--- src/rtl/mouse_paddle_pkg.sv ---
// Shared types and arithmetic helpers for the mouse-to-paddle emulator.
package mouse_paddle_pkg;

  typedef enum logic {ANALOG = 1'b0, MOUSE = 1'b1} src_e;

  // Saturate a signed value to the range of a w-bit two's-complement number.
  function automatic int sat_w(input int value, input int w);
    int hi;
    int lo;
    hi = (1 << (w - 1)) - 1;
    lo = -(1 << (w - 1));
    return (value > hi) ? hi : ((value < lo) ? lo : value);
  endfunction

  function automatic int clamp_step(input int value, input int max_step);
    return (value > max_step) ? max_step : ((value < -max_step) ? -max_step : value);
  endfunction

endpackage

--- src/rtl/mouse_paddle_emu_axis.sv ---
// One paddle axis: delta shaping (stage 1), saturating accumulate (stage 2)
// and spring-return decay.
module paddle_axis_acc
  import mouse_paddle_pkg::*;
#(
  parameter int W        = 8,
  parameter int MAX_STEP = 10
) (
  input  logic                clk_sys,
  input  logic                reset_n,
  input  logic                i_load,
  input  logic                i_sign,
  input  logic [7:0]          i_mag,
  input  logic [1:0]          i_sens,
  input  logic                i_inv,
  input  logic                i_s1_vld,
  input  logic                i_clear,
  input  logic                i_decay,
  output logic signed [W-1:0] o_acc
);

  logic signed [8:0] w_d;
  logic signed [8:0] w_sh;
  int                w_cl;
  int                w_step;
  int                w_sum;
  logic signed [W:0] r_step;
  logic signed [W-1:0] r_acc;

  assign w_d    = {i_sign, i_mag};
  assign w_sh   = w_d >>> i_sens;
  assign w_cl   = clamp_step(int'(w_sh), MAX_STEP);
  assign w_step = i_inv ? -w_cl : w_cl;
  assign w_sum  = sat_w(int'(r_acc) + int'(r_step), W);

  always_ff @(posedge clk_sys or negedge reset_n) begin
    if (!reset_n) begin
      r_step <= '0;
    end else if (i_load) begin
      r_step <= (W+1)'(w_step);
    end
  end

  // An accumulate on the decay cycle wins; that decay step is simply lost.
  always_ff @(posedge clk_sys or negedge reset_n) begin
    if (!reset_n) begin
      r_acc <= '0;
    end else if (i_clear) begin
      r_acc <= '0;
    end else if (i_s1_vld) begin
      r_acc <= W'(w_sum);
    end else if (i_decay && (r_acc != '0)) begin
      r_acc <= r_acc[W-1] ? r_acc + W'(1) : r_acc - W'(1);
    end
  end

  assign o_acc = r_acc;

endmodule

--- src/rtl/mouse_paddle_emu.sv ---
// Mouse-to-paddle emulator top: strobe detect, source arbitration against the
// analog stick, spring-return prescaler and registered paddle outputs.
module mouse_paddle_emu
  import mouse_paddle_pkg::*;
#(
  parameter int W            = 8,
  parameter int MAX_STEP     = 10,
  parameter int DECAY_PERIOD = 65536
) (
  input  logic                clk_sys,
  input  logic                reset_n,
  input  logic [24:0]         ps2_mouse,
  input  logic [15:0]         joya,
  input  logic [1:0]          sens,
  input  logic [1:0]          inv,
  input  logic                center_en,
  output logic signed [W-1:0] ax,
  output logic signed [W-1:0] ay,
  output logic [2:0]          btn,
  output logic                src_mouse,
  output logic                upd
);

  localparam int PW = $clog2(DECAY_PERIOD);

  src_e            r_state;
  src_e            w_state_nxt;
  logic            r_armed;
  logic            r_old_stb;
  logic [PW-1:0]   r_pre;
  logic [2:0]      r_vld_pipe;
  logic [2:0]      r_btn1;
  logic            w_joy_nz;
  logic            w_accept;
  logic            w_wrap;
  logic            w_decay;
  logic [1:0]      w_sign;
  logic [1:0][7:0] w_mag;
  logic [1:0][W-1:0] w_acc;
  logic [1:0][W-1:0] w_joy;
  logic            w_unused;

  assign w_unused = ^{ps2_mouse[7:6], ps2_mouse[3]};
  assign w_joy_nz = (joya != 16'h0000);
  // The stick always wins, so a packet arriving with it is dropped here.
  assign w_accept = r_armed && (ps2_mouse[24] != r_old_stb) && !w_joy_nz;
  assign w_wrap   = (r_pre == PW'(DECAY_PERIOD - 1));
  assign w_decay  = w_wrap && center_en && (r_state == MOUSE);

  assign w_sign = {ps2_mouse[5], ps2_mouse[4]};
  assign w_mag  = {ps2_mouse[23:16], ps2_mouse[15:8]};
  assign w_joy  = {W'(int'($signed(joya[15:8]))), W'(int'($signed(joya[7:0])))};

  for (genvar g = 0; g < 2; g++) begin : g_axis
    paddle_axis_acc #(.W(W), .MAX_STEP(MAX_STEP)) u_axis (
      .clk_sys  (clk_sys),
      .reset_n  (reset_n),
      .i_load   (w_accept),
      .i_sign   (w_sign[g]),
      .i_mag    (w_mag[g]),
      .i_sens   (sens),
      .i_inv    (inv[g]),
      .i_s1_vld (r_vld_pipe[0]),
      .i_clear  (w_joy_nz),
      .i_decay  (w_decay),
      .o_acc    (w_acc[g])
    );
  end

  always_ff @(posedge clk_sys or negedge reset_n) begin
    if (!reset_n) r_state <= ANALOG;
    else          r_state <= w_state_nxt;
  end

  always_comb begin
    w_state_nxt = r_state;
    if (w_joy_nz)      w_state_nxt = ANALOG;
    else if (w_accept) w_state_nxt = MOUSE;
  end

  // Armed on the first clock so a strobe level held across reset is not a packet.
  always_ff @(posedge clk_sys or negedge reset_n) begin
    if (!reset_n) begin
      r_armed   <= 1'b0;
      r_old_stb <= 1'b0;
      r_pre     <= '0;
    end else begin
      r_armed   <= 1'b1;
      r_old_stb <= ps2_mouse[24];
      r_pre     <= w_wrap ? '0 : r_pre + PW'(1);
    end
  end

  always_ff @(posedge clk_sys or negedge reset_n) begin
    if (!reset_n) begin
      r_vld_pipe <= '0;
      r_btn1     <= '0;
      btn        <= '0;
    end else if (w_joy_nz) begin
      r_vld_pipe <= '0;
      btn        <= '0;
    end else begin
      r_vld_pipe <= {r_vld_pipe[1:0], w_accept};
      if (w_accept)      r_btn1 <= ps2_mouse[2:0];
      if (r_vld_pipe[0]) btn    <= r_btn1;
    end
  end

  always_ff @(posedge clk_sys or negedge reset_n) begin
    if (!reset_n) begin
      ax <= '0;
      ay <= '0;
    end else if ((r_state == MOUSE) && !w_joy_nz) begin
      ax <= w_acc[0];
      ay <= w_acc[1];
    end else begin
      ax <= w_joy[0];
      ay <= w_joy[1];
    end
  end

  assign src_mouse = (r_state == MOUSE);
  assign upd       = r_vld_pipe[2];

endmodule
--- config.mk ---
export PLATFORM = sky130hd
export DESIGN_NAME = mouse_paddle_emu
export DESIGN_NICKNAME = d
export VERILOG_FILES = /design/src/rtl/mouse_paddle_pkg.sv /design/src/rtl/mouse_paddle_emu_axis.sv /design/src/rtl/mouse_paddle_emu.sv
export SDC_FILE = /design/constraint.sdc
export NUM_CORES = 1
export LEC_CHECK = 0
export CAP_MARGIN = 20
export CORE_ASPECT_RATIO = 1.75
export CORE_UTILIZATION = 30
export CTS_CLUSTER_SIZE = 28
export DETAILED_ROUTE_END_ITERATION = 6
export GPL_TIMING_DRIVEN = 0
export RECOVER_POWER = 100
export SYNTH_ARGS = -nofsm -noshare
export SYNTH_HDL_FRONTEND = slang
export SYNTH_HIERARCHICAL = 1
export SYNTH_SLANG_ARGS = --single-unit
--- constraint.sdc ---
create_clock -name clk_sys -period 3.12 [get_ports clk_sys]
set_input_delay 0.468 -clock clk_sys [delete_from_list [all_inputs] [get_ports clk_sys]]
set_output_delay 0.468 -clock clk_sys [all_outputs]
set_load 0.01 [all_outputs]
==> results.toml <==
[synth]
yosys.area.top_type = "dfrtp_1"
synthTopCellsByArea = "dfrtp_1, ha_1, a21oi_1"
synthesis.area_um2 = 5950
async_flop_share_pct = 100
synth-seq-area-share_pct = 32.8
netlist_instances = 642
syn_area_per_cell_um2 = 9.26
synth-edff-count = 0
ys.warnings.count = 6
yosys_register_bits = 78
syn_nets = 731
ys.flop_type = "dfrtp_1"
synth.most_common_cell = "dfrtp_1"
yosys.area.top_type_share_pct = 32.8
synth.distinct_cells = 79
yosys-top-cells-count = "dfrtp_1, nor2_1, a21oi_1, inv_1, nand2_1"

[cts]
clock_sinks = 78
clkTransAtPathRegs_ns = 0.06
clk_latency_ns = 0.34
clock_path_buffers = 2
tritoncts = "yes"
cts_htree_levels = 3
cts_made_buffers = 9
clock-root-buffer = "clkbuf_16"

[global_routing]
grt_use_total_pct = 14.7
grt_overflow = 0
grt_pass1_wl_mm = 24.3
grt_pass1_vias = 5213
antenna_found_initial = 0
grt_max_degree = 70

[final_layout]
layout-drive-gt1-share_pct = 12.7
syn_to_final_growth_pct = 23.9
utilization_pct = 38.2
fin_cells = 974
fin_nets = 818
nFillCells = 1964
antennaDiodeCount = 0

[setup_path]
worstSetupPathType = "in -> reg"
cp_data_arrival_time_ns = 3.27
crit_required_ns = 3.38
timing.rr.start = "g_axis[1].u_axis/o_acc[0]"
cp-start-kind = "input port"
r2r_cells = 8
r2r_end = "g_axis[1].u_axis/o_acc[6]"
worstSetupEndpointType = "flip-flop"
crit_fanout = 10
regToRegSetupSlack_ns = 0.26

[power]
clkPwrFrac_pct = 42.6
power_density_nw_per_um2 = 329
p_sw_share_pct = 24.9
power_switching_uw = 604
p_leak_nw = 3.27
p_int_mw = 1.82
ir_drop_mv = 0.297
seq_power_share_pct = 42.3
pwr-share-comb_pct = 15.1
p_total_mw = 2.43

[placed_design]
io_buffers = 63
gp_congestion = 0.803
dp_cells = 947
dp_hpwl_mm = 10.9

[timing]
worstMarginPinSlew_ns = 1.52
drv_slew = 70
fmax_ghz = 0.332
final_hold_viol_count = 0
min_period_over_period_pct = 96.5
slew-limit-headroom_pct = -1.51
rsz0062_at_grt = "false"
min_period_ns = 3.01
setup_viol = 0
clock_skew_ns = 0.00897

[min_path]
hold_class = "reg -> reg"
min_from = "r_vld_pipe[1]"
worstHoldEndpoint = "r_vld_pipe[2]"
min_path_cells = 1

[die]
die_h_um = 188
core_um2 = 19300
die_w_um = 108
rows = 67
io_pins = 69
die_area_um2 = 20400
start_util_pct = 30.8

[drt]
dr.pass1.iters = 4
vias_per_cell = 5.24
routedWlPerCell_um = 14.5
ant_nets = 0
drc = 0
wirelength_mm = 14.2
vias = 5103
drt_iter0_drc = 149

[status]
violations = "max-capacitance violations, max-slew violations"
status = "finished, violations left"

[run]
maxCapViolations = 1
-- routing by layer --
| layer | track usage [%] | up-vias | routed length (um) |
|---|---|---|---|
| met4 | 6.65 | 0 | 420 |
| met2 | 26.6 | 91 | 7390 |
| met1 | 16.7 | 2434 | 5910 |
| met3 | 2.14 | 28 | 434 |
| li1 | - | 2550 | - |
| met5 | 0 | - | 0 |
-- worst max-delay path: stages --
cell and delay [ns]:
buf_4 0.14, buf_6 0.14, buf_8 0.13, mux2_4 0.20
mux2i_4 0.06, or3b_4 0.41, ha_4 0.33, nor2_1 0.07
nand2_1 0.07, ha_2 0.19, nor2b_4 0.14, nand4_1 0.10
o31a_1 0.32, or3_1 0.31, a31oi_1 0.17
-- through the flow --
| step | setup WS (ns) | TNS (ns) | instance area [um^2] | hold WS, ns |
|---|---|---|---|---|
| after global routing | 0.00741 | 0 | 7370 | 0.484 |
| after global placement | -1.30 | -107.73 | 6910 | 0.434 |
| final | 0.109 | 0 | 7370 | 0.459 |
| after CTS | -0.00786 | -0.00786 | 7300 | 0.464 |
| after detailed placement | -0.929 | -7.33 | 6930 | 0.321 |
| after floorplan | -0.00981 | -0.00981 | 5980 | 0.172 |
-- worst max path at each step --
stage	start	endpoint	slack [ns]	cells after the start
floorplan	sens[0]	g_axis[1].u_axis/r_step[8]	-0.01	12
global placement	reset_n	g_axis[1].u_axis/r_step[5]	-1.30	1
detailed placement	sens[1]	g_axis[1].u_axis/r_step[8]	-0.93	14
CTS	ps2_mouse[18]	g_axis[1].u_axis/r_step[8]	-0.008	12
global route	g_axis[0].u_axis/o_acc[0]	g_axis[0].u_axis/o_acc[5]	0.007	9
finish	sens[1]	g_axis[1].u_axis/r_step[8]	0.11	15
-- cell families (layout without fill, tap and decap cells) --
kind of cell | after synthesis | after routing | share of synthesized area (%)
other | 1 | 1 | 0.0631
multiplexers | 34 | 34 | 8.58
flip-flops | 78 | 78 | 32.8
adder cells (fa/ha/maj) | 41 | 41 | 9.13
XOR/XNOR | 38 | 38 | 5.60
buffers and inverters | 62 | 153 | 4.71
AND/OR/NAND/NOR | 192 | 192 | 16.9
AO/OA/AOI/OAI | 196 | 196 | 22.2
-- power by group through the flow --
stage	Combinational, mW	Clock (mW)	Sequential (mW)
2_1_floorplan	0.186	0	1.05
3_3_place_gp	0.338	0	1.05
3_5_place_dp	0.342	0	1.04
4_1_cts	0.358	1.07	1.03
5_1_grt	0.407	1.10	1.03
6_report	0.367	1.03	1.03
-- state kept, by name (all words and copies together) (netlist names) --
signal                count
r_btn1                    3
src_mouse                 1
r_armed                   1
ax                        8
btn                       3
r_old_stb                 1
r_pre                    16
g_axis.u_axis/o_acc      16
ay                        8
r_vld_pipe                3
g_axis.u_axis/r_step     18
-- area by class of cell --
class	instances	area [um^2]	share of cell area (%)
multi-input cells	502	3810	51.8
well taps	241	302	4.09
inverters	40	150	2.04
repair buffers	79	734	9.97
clock buffers	9	225	3.06
plain buffers	19	124	1.68
flip-flops and latches	78	1950	26.5
clock inverters	6	63.8	0.866
-- timing repair --
item / CTS / global route
resized for setup: 22 / 23
buffers inserted: 8 / 6
pin swaps: 5 / 7
hold buffers: 1 / 0
setup endpoints to repair: 8 / 19
endpoints found under the hold margin: 9 / 0
-- cell usage in the layout (no fill, tap or decap), drive strengths merged, types with 25 or more instances in the layout --
cell           synthesis  routed
a21o                  29      29
a21oi                 45      45
buf                   13      25
clkdlybuf4s50          0      25
dfrtp                 78      78
ha                    37      37
inv                   40      40
nand2                 39      39
nor2                  46      46
o21ai                 38      38
(Power assumes the default switching activity.)
